### src/rtl/cpu_decode_queue.sv
// Decode stage between fetch and control: decodes each fetched word as it is
// enqueued and buffers {id, illegal, instr, pc} in a small FIFO.
module cpu_decode_queue #(
  parameter int unsigned DEPTH  = 4,
  parameter int unsigned ID_W   = 6,
  parameter bit          EN_EXT = 1'b1
) (
  input  logic                         clk,
  input  logic                         rst_n,
  input  logic                         flush,
  input  logic                         in_valid,
  output logic                         in_ready,
  input  logic [31:0]                  in_instr,
  input  logic [31:0]                  in_pc,
  output logic                         out_valid,
  input  logic                         out_ready,
  output logic [ID_W-1:0]              out_id,
  output logic                         out_illegal,
  output logic [31:0]                  out_instr,
  output logic [31:0]                  out_pc,
  output logic [$clog2(DEPTH):0]       count
);

  localparam int unsigned PTR_W = $clog2(DEPTH);
  localparam int unsigned CNT_W = PTR_W + 1;
  localparam logic [ID_W-1:0] ILL_ID = '1;

  logic [5:0]      op;
  logic [5:0]      fn;
  logic            b23;
  logic [ID_W-1:0] dec_id_c;
  logic            dec_ill_c;

  logic [PTR_W-1:0] wr_ptr;
  logic [PTR_W-1:0] rd_ptr;
  logic             push_c;
  logic             pop_c;

  logic [ID_W-1:0] mem_id    [DEPTH];
  logic            mem_ill   [DEPTH];
  logic [31:0]     mem_instr [DEPTH];
  logic [31:0]     mem_pc    [DEPTH];

  assign op  = in_instr[31:26];
  assign fn  = in_instr[5:0];
  assign b23 = in_instr[23];

  // Combinational decode of the incoming word into an instruction ID.
  always_comb begin
    dec_id_c = ILL_ID;
    case (op)
      6'h00: begin
        case (fn)
          6'h21: dec_id_c = ID_W'(0);
          6'h20: dec_id_c = ID_W'(1);
          6'h23: dec_id_c = ID_W'(2);
          6'h22: dec_id_c = ID_W'(3);
          6'h24: dec_id_c = ID_W'(4);
          6'h25: dec_id_c = ID_W'(5);
          6'h26: dec_id_c = ID_W'(6);
          6'h27: dec_id_c = ID_W'(7);
          6'h2A: dec_id_c = ID_W'(8);
          6'h2B: dec_id_c = ID_W'(9);
          6'h00: dec_id_c = ID_W'(10);
          6'h02: dec_id_c = ID_W'(11);
          6'h03: dec_id_c = ID_W'(12);
          6'h04: dec_id_c = ID_W'(13);
          6'h06: dec_id_c = ID_W'(14);
          6'h07: dec_id_c = ID_W'(15);
          6'h08: dec_id_c = ID_W'(16);
          6'h09: dec_id_c = ID_W'(17);
          6'h10: dec_id_c = ID_W'(18);
          6'h12: dec_id_c = ID_W'(19);
          6'h11: dec_id_c = ID_W'(20);
          6'h13: dec_id_c = ID_W'(21);
          6'h19: dec_id_c = ID_W'(26);
          6'h1A: dec_id_c = ID_W'(27);
          6'h1B: dec_id_c = ID_W'(28);
          6'h0D: dec_id_c = ID_W'(50);
          6'h0C: dec_id_c = ID_W'(51);
          6'h34: dec_id_c = ID_W'(53);
          default: dec_id_c = ILL_ID;
        endcase
      end
      6'h1C: begin
        if (fn == 6'h20)      dec_id_c = ID_W'(24);
        else if (fn == 6'h02) dec_id_c = ID_W'(25);
      end
      6'h10: begin
        if (fn == 6'h00)      dec_id_c = b23 ? ID_W'(23) : ID_W'(22);
        else if (fn == 6'h18) dec_id_c = ID_W'(52);
      end
      6'h08: dec_id_c = ID_W'(29);
      6'h09: dec_id_c = ID_W'(30);
      6'h0C: dec_id_c = ID_W'(31);
      6'h0D: dec_id_c = ID_W'(32);
      6'h0E: dec_id_c = ID_W'(33);
      6'h0F: dec_id_c = ID_W'(34);
      6'h23: dec_id_c = ID_W'(35);
      6'h20: dec_id_c = ID_W'(36);
      6'h24: dec_id_c = ID_W'(37);
      6'h21: dec_id_c = ID_W'(38);
      6'h25: dec_id_c = ID_W'(39);
      6'h2B: dec_id_c = ID_W'(40);
      6'h28: dec_id_c = ID_W'(41);
      6'h29: dec_id_c = ID_W'(42);
      6'h04: dec_id_c = ID_W'(43);
      6'h05: dec_id_c = ID_W'(44);
      6'h01: dec_id_c = ID_W'(45);
      6'h0A: dec_id_c = ID_W'(46);
      6'h0B: dec_id_c = ID_W'(47);
      6'h02: dec_id_c = ID_W'(48);
      6'h03: dec_id_c = ID_W'(49);
      default: dec_id_c = ILL_ID;
    endcase
    // Extension group (clz..divu) is reserved when extensions are disabled.
    if (!EN_EXT && (dec_id_c >= ID_W'(24)) && (dec_id_c <= ID_W'(28))) begin
      dec_id_c = ILL_ID;
    end
  end

  assign dec_ill_c = (dec_id_c == ILL_ID);

  assign in_ready  = (count != CNT_W'(DEPTH));
  assign out_valid = (count != '0);
  assign push_c    = in_valid & in_ready & ~flush;
  assign pop_c     = out_valid & out_ready & ~flush;

  // Entry storage; written only on an accepted push.
  always_ff @(posedge clk) begin
    if (push_c) begin
      mem_id[wr_ptr]    <= dec_id_c;
      mem_ill[wr_ptr]   <= dec_ill_c;
      mem_instr[wr_ptr] <= in_instr;
      mem_pc[wr_ptr]    <= in_pc;
    end
  end

  // Pointer and occupancy tracking; flush discards everything.
  always_ff @(posedge clk or negedge rst_n) begin
    if (!rst_n) begin
      wr_ptr <= '0;
      rd_ptr <= '0;
      count  <= '0;
    end else if (flush) begin
      wr_ptr <= '0;
      rd_ptr <= '0;
      count  <= '0;
    end else begin
      if (push_c) wr_ptr <= wr_ptr + PTR_W'(1);
      if (pop_c)  rd_ptr <= rd_ptr + PTR_W'(1);
      case ({push_c, pop_c})
        2'b10:   count <= count + CNT_W'(1);
        2'b01:   count <= count - CNT_W'(1);
        default: count <= count;
      endcase
    end
  end

  // Head view, gated to fixed values when nothing is held.
  assign out_id      = out_valid ? mem_id[rd_ptr]    : ILL_ID;
  assign out_illegal = out_valid ? mem_ill[rd_ptr]   : 1'b0;
  assign out_instr   = out_valid ? mem_instr[rd_ptr] : 32'h0;
  assign out_pc      = out_valid ? mem_pc[rd_ptr]    : 32'h0;

endmodule

### config.mk
export PLATFORM = sky130hd
export DESIGN_NAME = cpu_decode_queue
export DESIGN_NICKNAME = d
export VERILOG_FILES = /design/src/rtl/cpu_decode_queue.sv
export SDC_FILE = /design/constraint.sdc
export NUM_CORES = 1
export LEC_CHECK = 0
export CORE_ASPECT_RATIO = 0.6
export CORE_MARGIN = 1
export CORE_UTILIZATION = 49
export CTS_BUF_LIST = sky130_fd_sc_hd__clkbuf_4
export CTS_CLUSTER_SIZE = 30
export DETAILED_ROUTE_END_ITERATION = 8
export HOLD_SLACK_MARGIN = 0.12
export PLACE_DENSITY_LB_ADDON = 0.3
export SLEW_MARGIN = 20
export SYNTH_ARGS = -nofsm -noshare
export SYNTH_HDL_FRONTEND = slang
export SYNTH_SLANG_ARGS = --single-unit
### constraint.sdc
create_clock -name clk -period 4.4 [get_ports clk]
set_clock_uncertainty 0.2 [all_clocks]
set_input_delay 0.44 -clock clk [delete_from_list [all_inputs] [get_ports clk]]
set_output_delay 0.44 -clock clk [all_outputs]
set_load 0.01 [all_outputs]
Yosys cells after proc, flatten, opt, wreduce, memory -nomap -nowiden
Memory sizes are Yosys's and may differ from the RTL's.
Index checks and enable logic that the tools add are counted.
Storage, ports and cells
  flip-flop bits (word level): 7
  memory bits (writable): 284
  ROM bits: 384
  input port bits: 69
  output and inout port bits: 76
  logic and storage cells: 71
  memories kept: 5
Memories
  (no name shown): words 64, bits a word 6, rd ports 1, clocked after Yosys merged registers in 0, wr ports 0, RTL line 53  | case (fn)
  mem_instr: words 4, bits a word 32, rd ports 1, clocked after Yosys merged registers in 0, wr ports 1, RTL line 41  | logic [31:0] mem_instr [DEPTH];
  mem_pc: words 4, bits a word 32, rd ports 1, clocked after Yosys merged registers in 0, wr ports 1, RTL line 42  | logic [31:0] mem_pc [DEPTH];
  mem_id: words 4, bits a word 6, rd ports 1, clocked after Yosys merged registers in 0, wr ports 1, RTL line 39  | logic [ID_W-1:0] mem_id [DEPTH];
  mem_ill: words 4, bits a word 1, rd ports 1, clocked after Yosys merged registers in 0, wr ports 1, RTL line 40  | logic mem_ill [DEPTH];
Cells by class
  $add $sub $neg: 4
  equality and inequality tests: 30
  muxes and demuxes: 18
  bitwise gates (word level): 5
  reduce and logical (&&, ||, !) cells: 6
Operators by type and width (count)
  $pmux 6 s24: 1
  $mux 32: 2
  $eq 6x6->1 const B: 10
  $eq 6x4->1 const B: 8
  $mux 6: 4
  $eq 6x2->1 const B: 3
  $eq 6x5->1 const B: 3
  $eq 6x3->1 const B: 2
  $logic_not 6->1: 2
  $mux 2: 4
  $eq 6x1->1 const B: 1
  $pmux 3 s2: 1
  $reduce_bool 3->1: 2
  $add 2x1->2 const B: 2
  $and 1x1->1: 4
  $mux 1: 4
  $mux 4: 1
  $reduce_bool 2->1: 2
  $add 3x1->3 const B: 1
  $mux 3: 1
  $ne 3x3->1 const B: 1
  $sub 3x1->3 const B: 1
  $eq 2x1->1 const B: 1
  $eq 2x2->1 const B: 1
  $not 1->1: 1

Logic depth before layout (Yosys ltp)
  word-level depth: 6
  depth in mapped cells: 9
  mapped depth without buffers: 8

Worst setup path after synthesis
Ideal clock, no wire load.
  path kind: register -> register
  from: register count[0]
  to: memory mem_id[0][0] (enable)
  setup time: 0.437 ns
  arrival time: 2.698 ns
  required time: 3.763 ns
  path slack: 1.065 ns
  stages on the path, launching flop included: 6
  buffers on the path: 0
  clock period less this slack: 3.335 ns
  path through: dfrtp_1 -> nor2_1 -> nand2_1 -> nand2_1 -> nor2_1 -> and2_1
Between the ends
  word-level cells in the longest chain between the ends: 5
RTL lines
  start: declaration: RTL line 21  | output logic [$clog2(DEPTH):0] count
  start signal: assignment: RTL line 153  | 2'b10: count <= count + CNT_W'(1);
  start signal: assignment: RTL line 154  | 2'b01: count <= count - CNT_W'(1);
  start signal: assignment: RTL line 155  | default: count <= count;
  $ne 3x3->1: RTL line 124  | assign in_ready = (count != CNT_W'(DEPTH));
  net in_ready: RTL line 12  | output logic in_ready,
  $and 1x1->1 (2 in a row): RTL line 126  | assign push_c = in_valid & in_ready & ~flush;
  $mux 1: RTL line 131  | if (push_c) begin
  $mux 1 (implied by the code): RTL line 132  | mem_id[wr_ptr] <= dec_id_c;
  end: declaration: RTL line 39
The timed path passes the listed nets, and every way through them passes these cells.

Final worst setup path
  from: register rd_ptr[0]
  to: output out_pc[2]
Between the ends
  word-level cells in the longest chain between the ends: 2
RTL lines
  start: declaration: RTL line 35  | logic [PTR_W-1:0] rd_ptr;
  start signal: assignment: RTL line 151  | if (pop_c) rd_ptr <= rd_ptr + PTR_W'(1);
  $mem_v2 4x32
  $mux 32: RTL line 164  | assign out_pc = out_valid ? mem_pc[rd_ptr] : 32'h0;
  end: declaration: RTL line 20  | output logic [31:0] out_pc,
No other way between the ends.

==> impl_summary.md <==
Run status
The flow ran to the end, and the final reports show no timing, DRC or antenna violations.

Logic synthesis
Counting distinct cell types in the post-synthesis netlist gives 50. By area the synthesized netlist is led by sky130_fd_sc_hd__edfxtp_1 (70%), sky130_fd_sc_hd__mux4_2 (13%), sky130_fd_sc_hd__nor2b_1 (3.7%). Counting every net in the synthesized netlist gives 740. The biggest area contributor in the post-synthesis netlist is sky130_fd_sc_hd__edfxtp_1. Summing every instance area after synthesis gives 12100 um2.

The part of the Yosys area used for sequential elements is 71.8%. The number of synthesized flops with an enable pin is 284. After synthesis, the largest area contributor takes up 70.4% of total cell area. In this run, synthesis produced a sequential element count of 291. The fraction of synthesis flops using an asynchronous set or reset pin is 2.41%. Synthesis produced a netlist whose cell count is 658. The synthesis warning total is 0. The most used flip-flop cell after synthesis is sky130_fd_sc_hd__edfxtp_1. The per-instance average area after synthesis is 18.4 um2.

Drt
In the routed layout, each cell is associated on average with a via count of 5.56. The detail route stage leaves a number of antenna-violating nets equal to 0. In the final routed layout, each cell accounts on average for 20.3 um. For this block, the routed nets add up to 24.8 mm of wire. The number of design-rule violations left by the first detailed-router iteration is 500. Detailed routing inserted a total of 6796 vias. The number of detailed-route iterations in the first pass is 4. The post-detailed-route DRC marker count is 0.

STA
For the pin with the worst max-slew slack, the measured transition is 0.849 ns. The fmax is 0.268 GHz. The count of endpoints failing hold in the final timing report is 0. Setup violations remaining at the end of the flow were counted as 0.

After layout, the worst path uses 84.8% of the clock period. Setup repair after global routing left no endpoint under its margin. Setup total negative slack on the finished layout was measured at 0 ns. The number of max-slew violations in the final report is 0. The worst slew margin relative to its limit is 43.2%.

The clock period could shrink to 3.73 ns.

Clock tree
Buffers inserted during clock tree synthesis total 67. The clock passes through at most 3 buffers. The CTS tree is done. The number of H-tree levels is 3. The cell at the root of the clock tree is sky130_fd_sc_hd__clkbuf_4. Post-CTS repair changed the size of 0 cells.

Clock latency on the worst-skew pair, taken at its later pin, is 0.67 ns. Buffers added to address setup during post-CTS repair amount to 0. The TritonCTS sink count is 291. The cts-stage hold buffer count is 1. The register clock-pin slew on the reported worst setup and hold paths is 0.07 ns.

Setup path
On the worst path, the slowest cell contributes a delay of 0.75 ns. The timing startpoint of the critical path is rd_ptr[0]$_DFFE_PN0P_. The worst-path cell with the longest stage delay is sky130_fd_sc_hd__dfrtp_4. The capture instance of the worst register-to-register path is mem_pc[0][1]$_DFFE_PP_. Grouping stages by cell kind, the critical path spends the most delay in buffers and inverters.

The worst setup path is launched from a register. For the worst flop-to-flop path, the logic depth is 6. In this run the critical register-to-register path is launched from count[1]$_DFFE_PN0P_. The critical path ends at out_pc[2].

The data required time of the worst path is 3.76 ns. Walking the worst path, the cells encountered are buf_12 > mux4_2 > nor2b_1 > clkdlybuf4s50_1. The highest fanout seen on the critical path is 39. The kind of capture point of the worst setup path is an output port. The number of buffers and inverters on the critical path is 2.

The critical path runs through a total of 4 cells. The slack of the worst reg-to-reg path is 1.75 ns. The critical setup path kind is register to output port. The data arrival time of the worst path is 3.09 ns.

Finish
In the layout the commonest cells are sky130_fd_sc_hd__edfxtp_1 (284), sky130_fd_sc_hd__clkdlybuf4s50_1 (144), sky130_fd_sc_hd__clkbuf_4 (105). The utilization of the core after routing is 61.5%. At the end of the flow, the number of nets in the layout was 931. The share of layout cells above drive strength 1 is 24.0%. The most common cell after layout, fill and taps aside is sky130_fd_sc_hd__edfxtp_1.

The area growth from synthesis to layout is 23.0%. Fill cells in the final layout number 1785.

Power
The leakage power is 4.84 nW. The overall power is 8.09 mW. The power per unit of standard cell area is 543 nW/um2. The maximum resistive drop on vdd is 278 uV.

Global routing
The number of global-route vias before repair is 6949. Summed over all layers, the global routing overflow is 0. The pin count of the biggest net entering global routing is 43. The global-route usage over all layers is 20.2%. The wire length of the first global-routing pass is 37.9 mm.

The initial antenna violation count came to 1.

Floorplanning
From bottom edge to top edge, the die measures 124 um. The number of placement rows is 44. The region available for standard cell placement spans 24200 um2.

The floorplan die area is 25400 um2. From left edge to right edge, the die measures 205 um. Once the floorplan was initialized, standard cells occupied 50.0% of the core. In this run the count of I/O pins placed on the die edge is 145.

Run
Across the run, the number of max-cap violations was 0.

Placement
The count of buffers added on input and output ports is 144. The weighted congestion reported at the end of routability-driven placement is 0.860. The HPWL after detailed placement is 15.2 mm.

Hold path
In this run the worst hold path is classified as input pin to register.
==> cell families after synthesis <==
family	Yosys count	share of synthesized area [%]
buffers and inverters	53	1.76
AND/OR/NAND/NOR	158	7.50
flip-flops	291	71.8
multiplexers	75	13.5
AO/OA/AOI/OAI	62	3.55
XOR/XNOR	6	0.434
adder cells (fa/ha/maj)	13	1.40
==> worst min path at each step <==
| stage | from | to | cells past startpoint |
|---|---|---|---|
| 3_5_place_dp | wr_ptr[1]$_DFFE_PN0P_ | wr_ptr[1]$_DFFE_PN0P_ | 2 |
| 4_1_cts | in_pc[24] | mem_pc[1][24]$_DFFE_PP_ | 1 |
| 2_1_floorplan | rst_n | count[0]$_DFFE_PN0P_ | 0 |
| 3_3_place_gp | wr_ptr[1]$_DFFE_PN0P_ | wr_ptr[1]$_DFFE_PN0P_ | 2 |
| 5_1_grt | in_instr[25] | mem_instr[2][25]$_DFFE_PP_ | 1 |
| 6_report | in_pc[25] | mem_pc[3][25]$_DFFE_PP_ | 1 |
==> power by group <==
part           internal, mW  switching [mW]
Sequential             3.22           0.128
Combinational          1.40            1.19
Clock                  1.15           0.997
==> state kept, by name, summed over array words and instances (netlist names) <==
name,flops
count,3
mem_id,24
mem_ill,4
rd_ptr,2
mem_instr,128
mem_pc,128
wr_ptr,2
==> cell type report <==
class / instances / area, um2 / share of cell area (%)
tap: 322 / 403 / 2.70
clock buffer: 105 / 788 / 5.29
multi-input combinational: 314 / 3220 / 21.6
sequential: 291 / 8710 / 58.5
clock inverter: 14 / 85.1 / 0.571
antenna: 1 / 2.50 / 0.0168
inverter: 15 / 56.3 / 0.378
timing repair buffer: 160 / 1640 / 11.0
==> per-layer routing <==
metal  vias up  global-route usage [%]  share of wire [%]
met5         -                       0                  0
met4         0                    6.44                1.7
met3        46                    6.75                8.2
met2       241                    29.9                 45
met1      3458                    28.5                 45
li1       3051                       -                  -
==> synth_stat cells, types with 4 or more instances <==
master and count:
sky130_fd_sc_hd__a21oi_1 10, sky130_fd_sc_hd__a22oi_1 4, sky130_fd_sc_hd__and2_1 6, sky130_fd_sc_hd__buf_2 11
sky130_fd_sc_hd__clkbuf_1 25, sky130_fd_sc_hd__dfrtp_1 7, sky130_fd_sc_hd__edfxtp_1 284, sky130_fd_sc_hd__ha_1 12
sky130_fd_sc_hd__inv_1 15, sky130_fd_sc_hd__mux4_2 71, sky130_fd_sc_hd__nand2_1 13, sky130_fd_sc_hd__nand3_1 6
sky130_fd_sc_hd__nand4_1 4, sky130_fd_sc_hd__nor2_1 25, sky130_fd_sc_hd__nor2b_1 71, sky130_fd_sc_hd__nor3b_1 4
sky130_fd_sc_hd__o21ai_0 15, sky130_fd_sc_hd__o22ai_1 6, sky130_fd_sc_hd__or2_2 10, sky130_fd_sc_hd__xor2_1 4
==> metrics by stage <==
stage / setup slack, ns / instances / hold slack [ns] / cell area, um2
2_1_floorplan: 1.07 / 658 / -0.0556 / 12100
3_3_place_gp: 0.727 / 1101 / 0.359 / 14000
3_5_place_dp: 0.642 / 1101 / 0.401 / 14000
4_1_cts: 0.537 / 1221 / 0.140 / 14900
5_1_grt: 0.432 / 1221 / 0.141 / 14900
6_report: 0.670 / 1222 / 0.208 / 14900
No activity file was read; power rests on OpenSTA's default activity.
